`src/rtl/rv32i_hazard_ctrl.sv`:
```
// Hazard and sequencing controller for the 5-stage RV32I pipe: stall/flush generation,
// EX operand forwarding selects and a data-memory wait freeze with sticky timeout.
module rv32i_hazard_ctrl #(
  parameter int REG_INX_WTH = 5,
  parameter int FWD_SEL_WTH = 2,
  parameter int TMO_WTH     = 8,
  parameter int MEM_TMO     = 200
) (
  input  logic                   clk_i,
  input  logic                   rst_i,
  input  logic                   id_valid_i,
  input  logic [REG_INX_WTH-1:0] id_rs1_inx_i,
  input  logic [REG_INX_WTH-1:0] id_rs2_inx_i,
  input  logic [REG_INX_WTH-1:0] id_rd_inx_i,
  input  logic                   id_RegW_EN_i,
  input  logic                   id_is_lw_i,
  input  logic                   ex_redirect_i,
  input  logic                   mem_busy_i,
  output logic                   stall_if_o,
  output logic                   stall_id_o,
  output logic                   stall_ex_o,
  output logic                   flush_id_o,
  output logic                   flush_ex_o,
  output logic [FWD_SEL_WTH-1:0] fwd_a_sel_o,
  output logic [FWD_SEL_WTH-1:0] fwd_b_sel_o,
  output logic                   err_o
);

  localparam logic [FWD_SEL_WTH-1:0] FWD_RF  = '0;
  localparam logic [FWD_SEL_WTH-1:0] FWD_EXM = FWD_SEL_WTH'(1);
  localparam logic [FWD_SEL_WTH-1:0] FWD_MWB = FWD_SEL_WTH'(2);
  localparam logic [TMO_WTH-1:0]     TMO_LIM = TMO_WTH'(MEM_TMO);

  typedef enum logic {ST_RUN, ST_MWAIT} state_e;

  state_e             state_q;
  logic [TMO_WTH-1:0] cnt_q;
  logic [TMO_WTH-1:0] cnt_d;
  logic               err_q;

  logic                   ex_v_q, ex_regw_q, ex_lw_q;
  logic [REG_INX_WTH-1:0] ex_rd_q, ex_rs1_q, ex_rs2_q;
  logic                   mem_v_q, mem_regw_q, mem_lw_q;
  logic [REG_INX_WTH-1:0] mem_rd_q;
  logic                   wb_v_q, wb_regw_q;
  logic [REG_INX_WTH-1:0] wb_rd_q;

  logic freeze;
  logic load_use;

  function automatic logic writes(input logic v, input logic regw,
                                  input logic [REG_INX_WTH-1:0] rd,
                                  input logic [REG_INX_WTH-1:0] r);
    return v && regw && (rd == r) && (r != '0);
  endfunction

  function automatic logic [FWD_SEL_WTH-1:0] fwd_sel(input logic [REG_INX_WTH-1:0] r);
    logic [FWD_SEL_WTH-1:0] sel;
    sel = FWD_RF;
    if (ex_v_q) begin
      if (writes(mem_v_q, mem_regw_q, mem_rd_q, r) && !mem_lw_q) sel = FWD_EXM;
      else if (writes(wb_v_q, wb_regw_q, wb_rd_q, r))            sel = FWD_MWB;
    end
    return sel;
  endfunction

  // Busy memory freezes from its very first cycle, in RUN as well as MWAIT.
  assign freeze   = !rst_i && mem_busy_i;
  assign load_use = id_valid_i && ex_lw_q &&
                    (writes(ex_v_q, ex_regw_q, ex_rd_q, id_rs1_inx_i) ||
                     writes(ex_v_q, ex_regw_q, ex_rd_q, id_rs2_inx_i));

  always_comb begin
    stall_if_o  = 1'b0;
    stall_id_o  = 1'b0;
    stall_ex_o  = 1'b0;
    flush_id_o  = 1'b0;
    flush_ex_o  = 1'b0;
    fwd_a_sel_o = FWD_RF;
    fwd_b_sel_o = FWD_RF;
    if (!rst_i) begin
      if (freeze) begin
        stall_if_o = 1'b1;
        stall_id_o = 1'b1;
        stall_ex_o = 1'b1;
      end else if (ex_redirect_i) begin
        flush_id_o = 1'b1;
        flush_ex_o = 1'b1;
      end else if (load_use) begin
        stall_if_o = 1'b1;
        stall_id_o = 1'b1;
        flush_ex_o = 1'b1;
      end
      fwd_a_sel_o = fwd_sel(ex_rs1_q);
      fwd_b_sel_o = fwd_sel(ex_rs2_q);
    end
  end

  always_ff @(posedge clk_i) begin
    if (rst_i) begin
      ex_v_q  <= 1'b0;
      mem_v_q <= 1'b0;
      wb_v_q  <= 1'b0;
    end else if (!freeze) begin
      ex_v_q  <= id_valid_i && !flush_ex_o;
      mem_v_q <= ex_v_q;
      wb_v_q  <= mem_v_q;
    end
  end

  always_ff @(posedge clk_i) begin
    if (!freeze) begin
      ex_rd_q    <= id_rd_inx_i;
      ex_rs1_q   <= id_rs1_inx_i;
      ex_rs2_q   <= id_rs2_inx_i;
      ex_regw_q  <= id_RegW_EN_i;
      ex_lw_q    <= id_is_lw_i;
      mem_rd_q   <= ex_rd_q;
      mem_regw_q <= ex_regw_q;
      mem_lw_q   <= ex_lw_q;
      wb_rd_q    <= mem_rd_q;
      wb_regw_q  <= mem_regw_q;
    end
  end

  // The first busy cycle already counts, so err_o is visible in wait cycle MEM_TMO+1.
  assign cnt_d = (cnt_q == TMO_LIM) ? cnt_q : cnt_q + TMO_WTH'(1);

  always_ff @(posedge clk_i) begin
    if (rst_i) begin
      state_q <= ST_RUN;
      cnt_q   <= '0;
      err_q   <= 1'b0;
    end else begin
      case (state_q)
        ST_RUN: begin
          if (mem_busy_i) begin
            state_q <= ST_MWAIT;
            cnt_q   <= cnt_d;
            if (cnt_d == TMO_LIM) err_q <= 1'b1;
          end
        end
        ST_MWAIT: begin
          if (!mem_busy_i) begin
            state_q <= ST_RUN;
            cnt_q   <= '0;
          end else begin
            cnt_q <= cnt_d;
            if (cnt_d == TMO_LIM) err_q <= 1'b1;
          end
        end
        default: begin
          state_q <= ST_RUN;
          cnt_q   <= '0;
        end
      endcase
    end
  end

  assign err_o = err_q;

endmodule

```
`config.mk`:
```
export PLATFORM = sky130hd
export DESIGN_NAME = rv32i_hazard_ctrl
export DESIGN_NICKNAME = d
export VERILOG_FILES = /design/src/rtl/rv32i_hazard_ctrl.sv
export SDC_FILE = /design/constraint.sdc
export NUM_CORES = 1
export LEC_CHECK = 0
export ABC_AREA = 1
export BUFFER_PORTS_ARGS = -buffer_cell sky130_fd_sc_hd__buf_2
export CAP_MARGIN = 20
export CORE_AREA = 2 2 59 83
export DETAILED_ROUTE_END_ITERATION = 10
export DIE_AREA = 0 0 61 85
export GPL_TIMING_DRIVEN = 0
export HOLD_SLACK_MARGIN = 0.1
export PLACE_DENSITY = 0.72
export SYNTH_ARGS = -nofsm -noshare
export SYNTH_HDL_FRONTEND = slang
export SYNTH_SLANG_ARGS = --single-unit
```
`constraint.sdc`:
```
create_clock -name clk_i -period 1.7 [get_ports clk_i]
set_input_delay 0.17 -clock clk_i [delete_from_list [all_inputs] [get_ports clk_i]]
set_output_delay 0.17 -clock clk_i [all_outputs]
set_load 0.05 [all_outputs]
```
Word-level counts from Yosys, hierarchy flattened:

Cells that the tools add are included.

* equal/unequal tests: 9
* bitwise gates (word level): 1
* mux-type cells: 27
* $add $sub $neg: 1
* reduce and logical (&&, ||, !) cells: 30

Operator list (count)
* $eq 5x5->1: 6
* $mux 8: 3
* $logic_and 1x1->1: 21
* $reduce_bool 5->1: 4
* $eq 8x8->1 const B: 2
* $mux 2: 8
* $pmux 8 s2: 1
* $mux 1: 15
* $add 8x1->8 const B: 1
* $logic_not 1->1: 3
* $ne 2x2->1 const B: 1
* $reduce_and 2->1: 1
* $logic_or 1x1->1: 1
* $not 1->1: 1

* output and inout bits: 10
* bits in registers: 43

Depth between registers and ports, before layout:

* depth after elaboration: 11
* gate-level depth with buffers: 11
* mapped depth without buffers: 11

Worst setup path after synthesis:

No wires, ideal clock.

* kind: in2out
* from: in rst_i
* to: out stall_if_o
* stages: 5
* data required time: 1530 ps
* setup slack: -1241 ps
* buffers on the path: 2
* data arrival time: 2771 ps
* cell sequence: buf_2 > nor2_4 > clkinv_1 > o21ai_0 > buf_4

* word-level cells in the longest chain between the ends: 4

Ends and longest elaborated chain
* start: declaration: line 10 `input logic rst_i,`
* $logic_not 1->1
* $logic_and 1x1->1: line 68 `assign freeze = !rst_i && mem_busy_i;`
* $mux 1
* $mux 1 *
* end: declaration: line 19 `output logic stall_if_o,`

Mark *: on every way between the ends. The rest lies on a longest branch, timed or not.

Worst setup path after layout:

* from: reg ex_rd_q[0]
* to: out stall_id_o

* word-level cells in the longest chain between the ends: 9

Ends and longest elaborated chain
* start: declaration: line 42 `logic [REG_INX_WTH-1:0] ex_rd_q, ex_rs1_q, ex_rs2_q;`
* start signal: assignment: line 113 `ex_rd_q <= id_rd_inx_i;`
* $eq 5x5->1: line 54 `return v && regw && (rd == r) && (r != '0);`
* $logic_and 1x1->1 (2 in series): line 54
* $logic_or 1x1->1 *: line 70 `(writes(ex_v_q, ex_regw_q, ex_rd_q, id_rs1_inx_i) ||`
* $logic_and 1x1->1 *: line 69 `assign load_use = id_valid_i && ex_lw_q &&`
* $mux 1 *: line 89 `end else if (load_use) begin`
* $mux 1 *: line 86 `end else if (ex_redirect_i) begin`
* $mux 1 *: line 82 `if (freeze) begin`
* $mux 1 *: line 81 `if (!rst_i) begin`
* end: declaration: line 20 `output logic stall_id_o,`

Marked as above.

==> metrics <==
Peak VDD IR 658 uV; dpl hpwl about 3.5 mm; CORE AREA 0.00446 mm^2; CTS Buf Count 5; power density cells 847 mW/mm^2; CTS Sinks 43; clock buffer depth 2; CP max stage cell edfxtp_1; routed length per instance 13.1 um; via-per-instance ratio 5.14; I/O Buffers 31; final hold viol count 0; GR Overflow Total 0; Root Buffer clkbuf_8; Worst Setup Start Kind register; most used cell, CP nand2_1; CP required 1.53 ns; failing checks setup timing; status complete, but fails checks; Levels on crit path 10; drt pass-1 iters 4; critical-path cell list nor2_1 -> nand3_1 -> nand2_1 -> nand2_1 -> nand4_1 -> nand2_1 -> nand2_2 -> o21ai_4 -> buf_4 -> buf_8; Worst-Margin Slew approximately 0.33 ns; vias in the first global route ~1,900; Starting Density 48.4%; Post-Syn Nets 277; worst skew pair latency 0.29 ns; register area about 0.0012 mm^2; Total Power about 2.4 mW; largest family of logic cells by synthesized area simple AND/OR/NAND/NOR gates; average size of a mapped cell 8.54 um^2; MaxCap Viol Count 0; Worst Path Max Fanout 6; Worst path max stage delay around 0.5 ns; Area Growth Syn to Fin 32.3%; RSZ-0062 raised after global routing true; footprint of the multi-input gates 897 um^2; Hold Path Class in2reg; final slew viol count 0; nature of the critical path endpoint output pin; total number of vias 1,947; Hold Crit Depth 1; # diodes 0; mux share of post-synthesis cell area 0%; Final #Nets 340; Die Ht between 80 and 90 um; final worst slack -0.247 ns; largest net degree at the start of global routing 38; drt first-iter violations 63; fraction of layout cells with a size suffix above 1 24.0%; DRC violations left 0; H-tree levels 2; Tot GR Track Use a little over a fifth; Compound-Gate Fraction of Synth Area slightly above 8%; CP Class reg2out; Tmin final 1.95 ns; WHS around 0.11 ns; Post-Synth Adder-Cell Area under 10%; Crit path arrival time 1.78 ns; CTS tree built; die area 0.00519 mm^2; LEAKAGE 1.25 nW; die width 61 um; final RePlAce weighted congestion 0.885; Yosys cell types 27; initial antenna violation count 0; xor/xnor share of the synthesized area 3.65%; number of synthesized register bits 43; antenna-violating nets left 0; CP delay by family, top simple AND/OR/NAND/NOR gates; io pins 32; fmax 513 MHz; DRT Wirelength 4.95 mm; slew margin rel. between 70% and 80%; final setup vio count 7; Rows 29; Final Cycle Share 115%; Post-Route Skew approximately 0.0094 ns; Cells after Synth approximately 250; Fillers 359; Post-Synth Simple-Gate Area 24.7%; Bufs and invs on worst path 2; R2R depth 7; YS warnings 0; Mapped Area 0.00216 mm^2; CTS clk-pin slew, worst paths 0.08 ns; share of the yosys chip area belonging to registers 53.7%; pre-CTS setup slack -0.0374 ns; first-pass GRT wire length about 8.1 mm
-- power breakdown --
part	switching (mW)	total (mW)	internal, mW	leakage (nW)
sequential	0.0689	1.28	1.21	0.411
clock	0.325	0.764	0.439	0.0524
combinational	0.205	0.375	0.170	0.784
total	0.599	2.42	1.82	1.25
-- flip-flops by register name, summed over array words and instances (netlist names) --
register / flops
cnt_q: 8
ex_rd_q: 5
ex_rs1_q: 5
ex_rs2_q: 5
mem_rd_q: 5
wb_rd_q: 5
err_o: 1
ex_lw_q: 1
ex_regw_q: 1
ex_v_q: 1
mem_lw_q: 1
mem_regw_q: 1
mem_v_q: 1
state_q: 1
wb_regw_q: 1
wb_v_q: 1
-- per-stage QoR --
stage	cell area (um^2)	utilization, %	TNS (ns)	std cells
2_1_floorplan	2190	-	-0.416	253
3_3_place_gp	2420	54.2	-0.000676	346
3_5_place_dp	2420	54.2	-0.0374	346
4_1_cts	2750	61.7	-0.893	372
5_1_grt	2860	64.0	-1.52	379
6_report	2860	64.0	-0.797	379
-- placed cells by master (no fill, tap or decap), types with 4 or more instances in the layout --
master and count:
xnor2_1 6, edfxtp_1 30, nor3_2 4, buf_2 25
o21ai_0 4, nor2_2 4, nor2_1 23, clkbuf_8 5
nand2_1 59, nand3_1 15, a21oi_1 4, inv_2 5
nand4_1 8, buf_6 4, dfxtp_1 13, o22ai_1 6
buf_4 13, o32ai_1 5, inv_1 40, dlygate4sd3_1 14
-- cell type report --
| type | count | share of cell area (%) |
|---|---|---|
| clock inverters | 1 | 1.05 |
| inverters | 46 | 6.22 |
| plain buffers | 2 | 0.438 |
| repair buffers | 56 | 14.9 |
| clock buffers | 7 | 2.67 |
| flip-flops and latches | 43 | 40.6 |
| well taps | 62 | 2.71 |
| multi-input cells | 162 | 31.4 |
-- synthesized netlist by cell type --
master | n | area [um^2]
nor2_1 | 26 | 97.6
o22ai_1 | 6 | 37.5
dfxtp_1 | 13 | 260
nor4_1 | 2 | 12.5
buf_4 | 1 | 7.51
o32ai_1 | 5 | 43.8
o21ai_0 | 6 | 30.0
nor3_1 | 7 | 35.0
nand3_1 | 15 | 75.1
a32o_1 | 1 | 10.0
xnor2_1 | 6 | 52.6
nand2_1 | 62 | 233
nand4_1 | 8 | 50.1
inv_1 | 45 | 169
o2111ai_1 | 1 | 8.76
a22o_1 | 1 | 8.76
or2_2 | 2 | 12.5
buf_2 | 1 | 5.00
nor2_2 | 1 | 6.26
edfxtp_1 | 30 | 901
a21oi_1 | 5 | 25.0
nor2_4 | 1 | 11.3
clkinv_1 | 1 | 3.75
xor2_1 | 3 | 26.3
a21oi_2 | 1 | 8.76
ha_1 | 2 | 25.0
o21ai_1 | 1 | 5.00
-- metal layers --
layer | GRT usage, % | part of all wire (%)
met1 | 22.6 | 37
met2 | 37.2 | 58
met3 | 4.12 | 2.7
met4 | 10.9 | 2.8
met5 | 0 | 0
-- cells by family after synthesis --
kind of cell | count (synthesis)
and+or+nand+nor | 124
buffers and inverters | 48
DFF | 43
AOI/OAI and AO/OA | 27
xor gates and xnor gates | 9
adders and majority gates | 2
-- timing repair --
action                     4_1_cts  5_1_grt
setup endpoints to repair        7        7
hold endpoints to repair        13        1
pin swaps                       15       11
buffers inserted                 5        6
gates resized for setup         19       16
hold buffers                    13        1
-- path summary, 6_finish.rpt --
path,from,endpoint,slack (ns)
min reg2reg,mem_regw_q,wb_regw_q,0.45
max reg2reg,cnt_q[0],err_o,0.20
min,id_rs1_inx_i[2],ex_rs1_q[2],0.11
max,ex_rd_q[0],stall_id_o,-0.25
No activity file was read; power rests on OpenSTA's default activity.
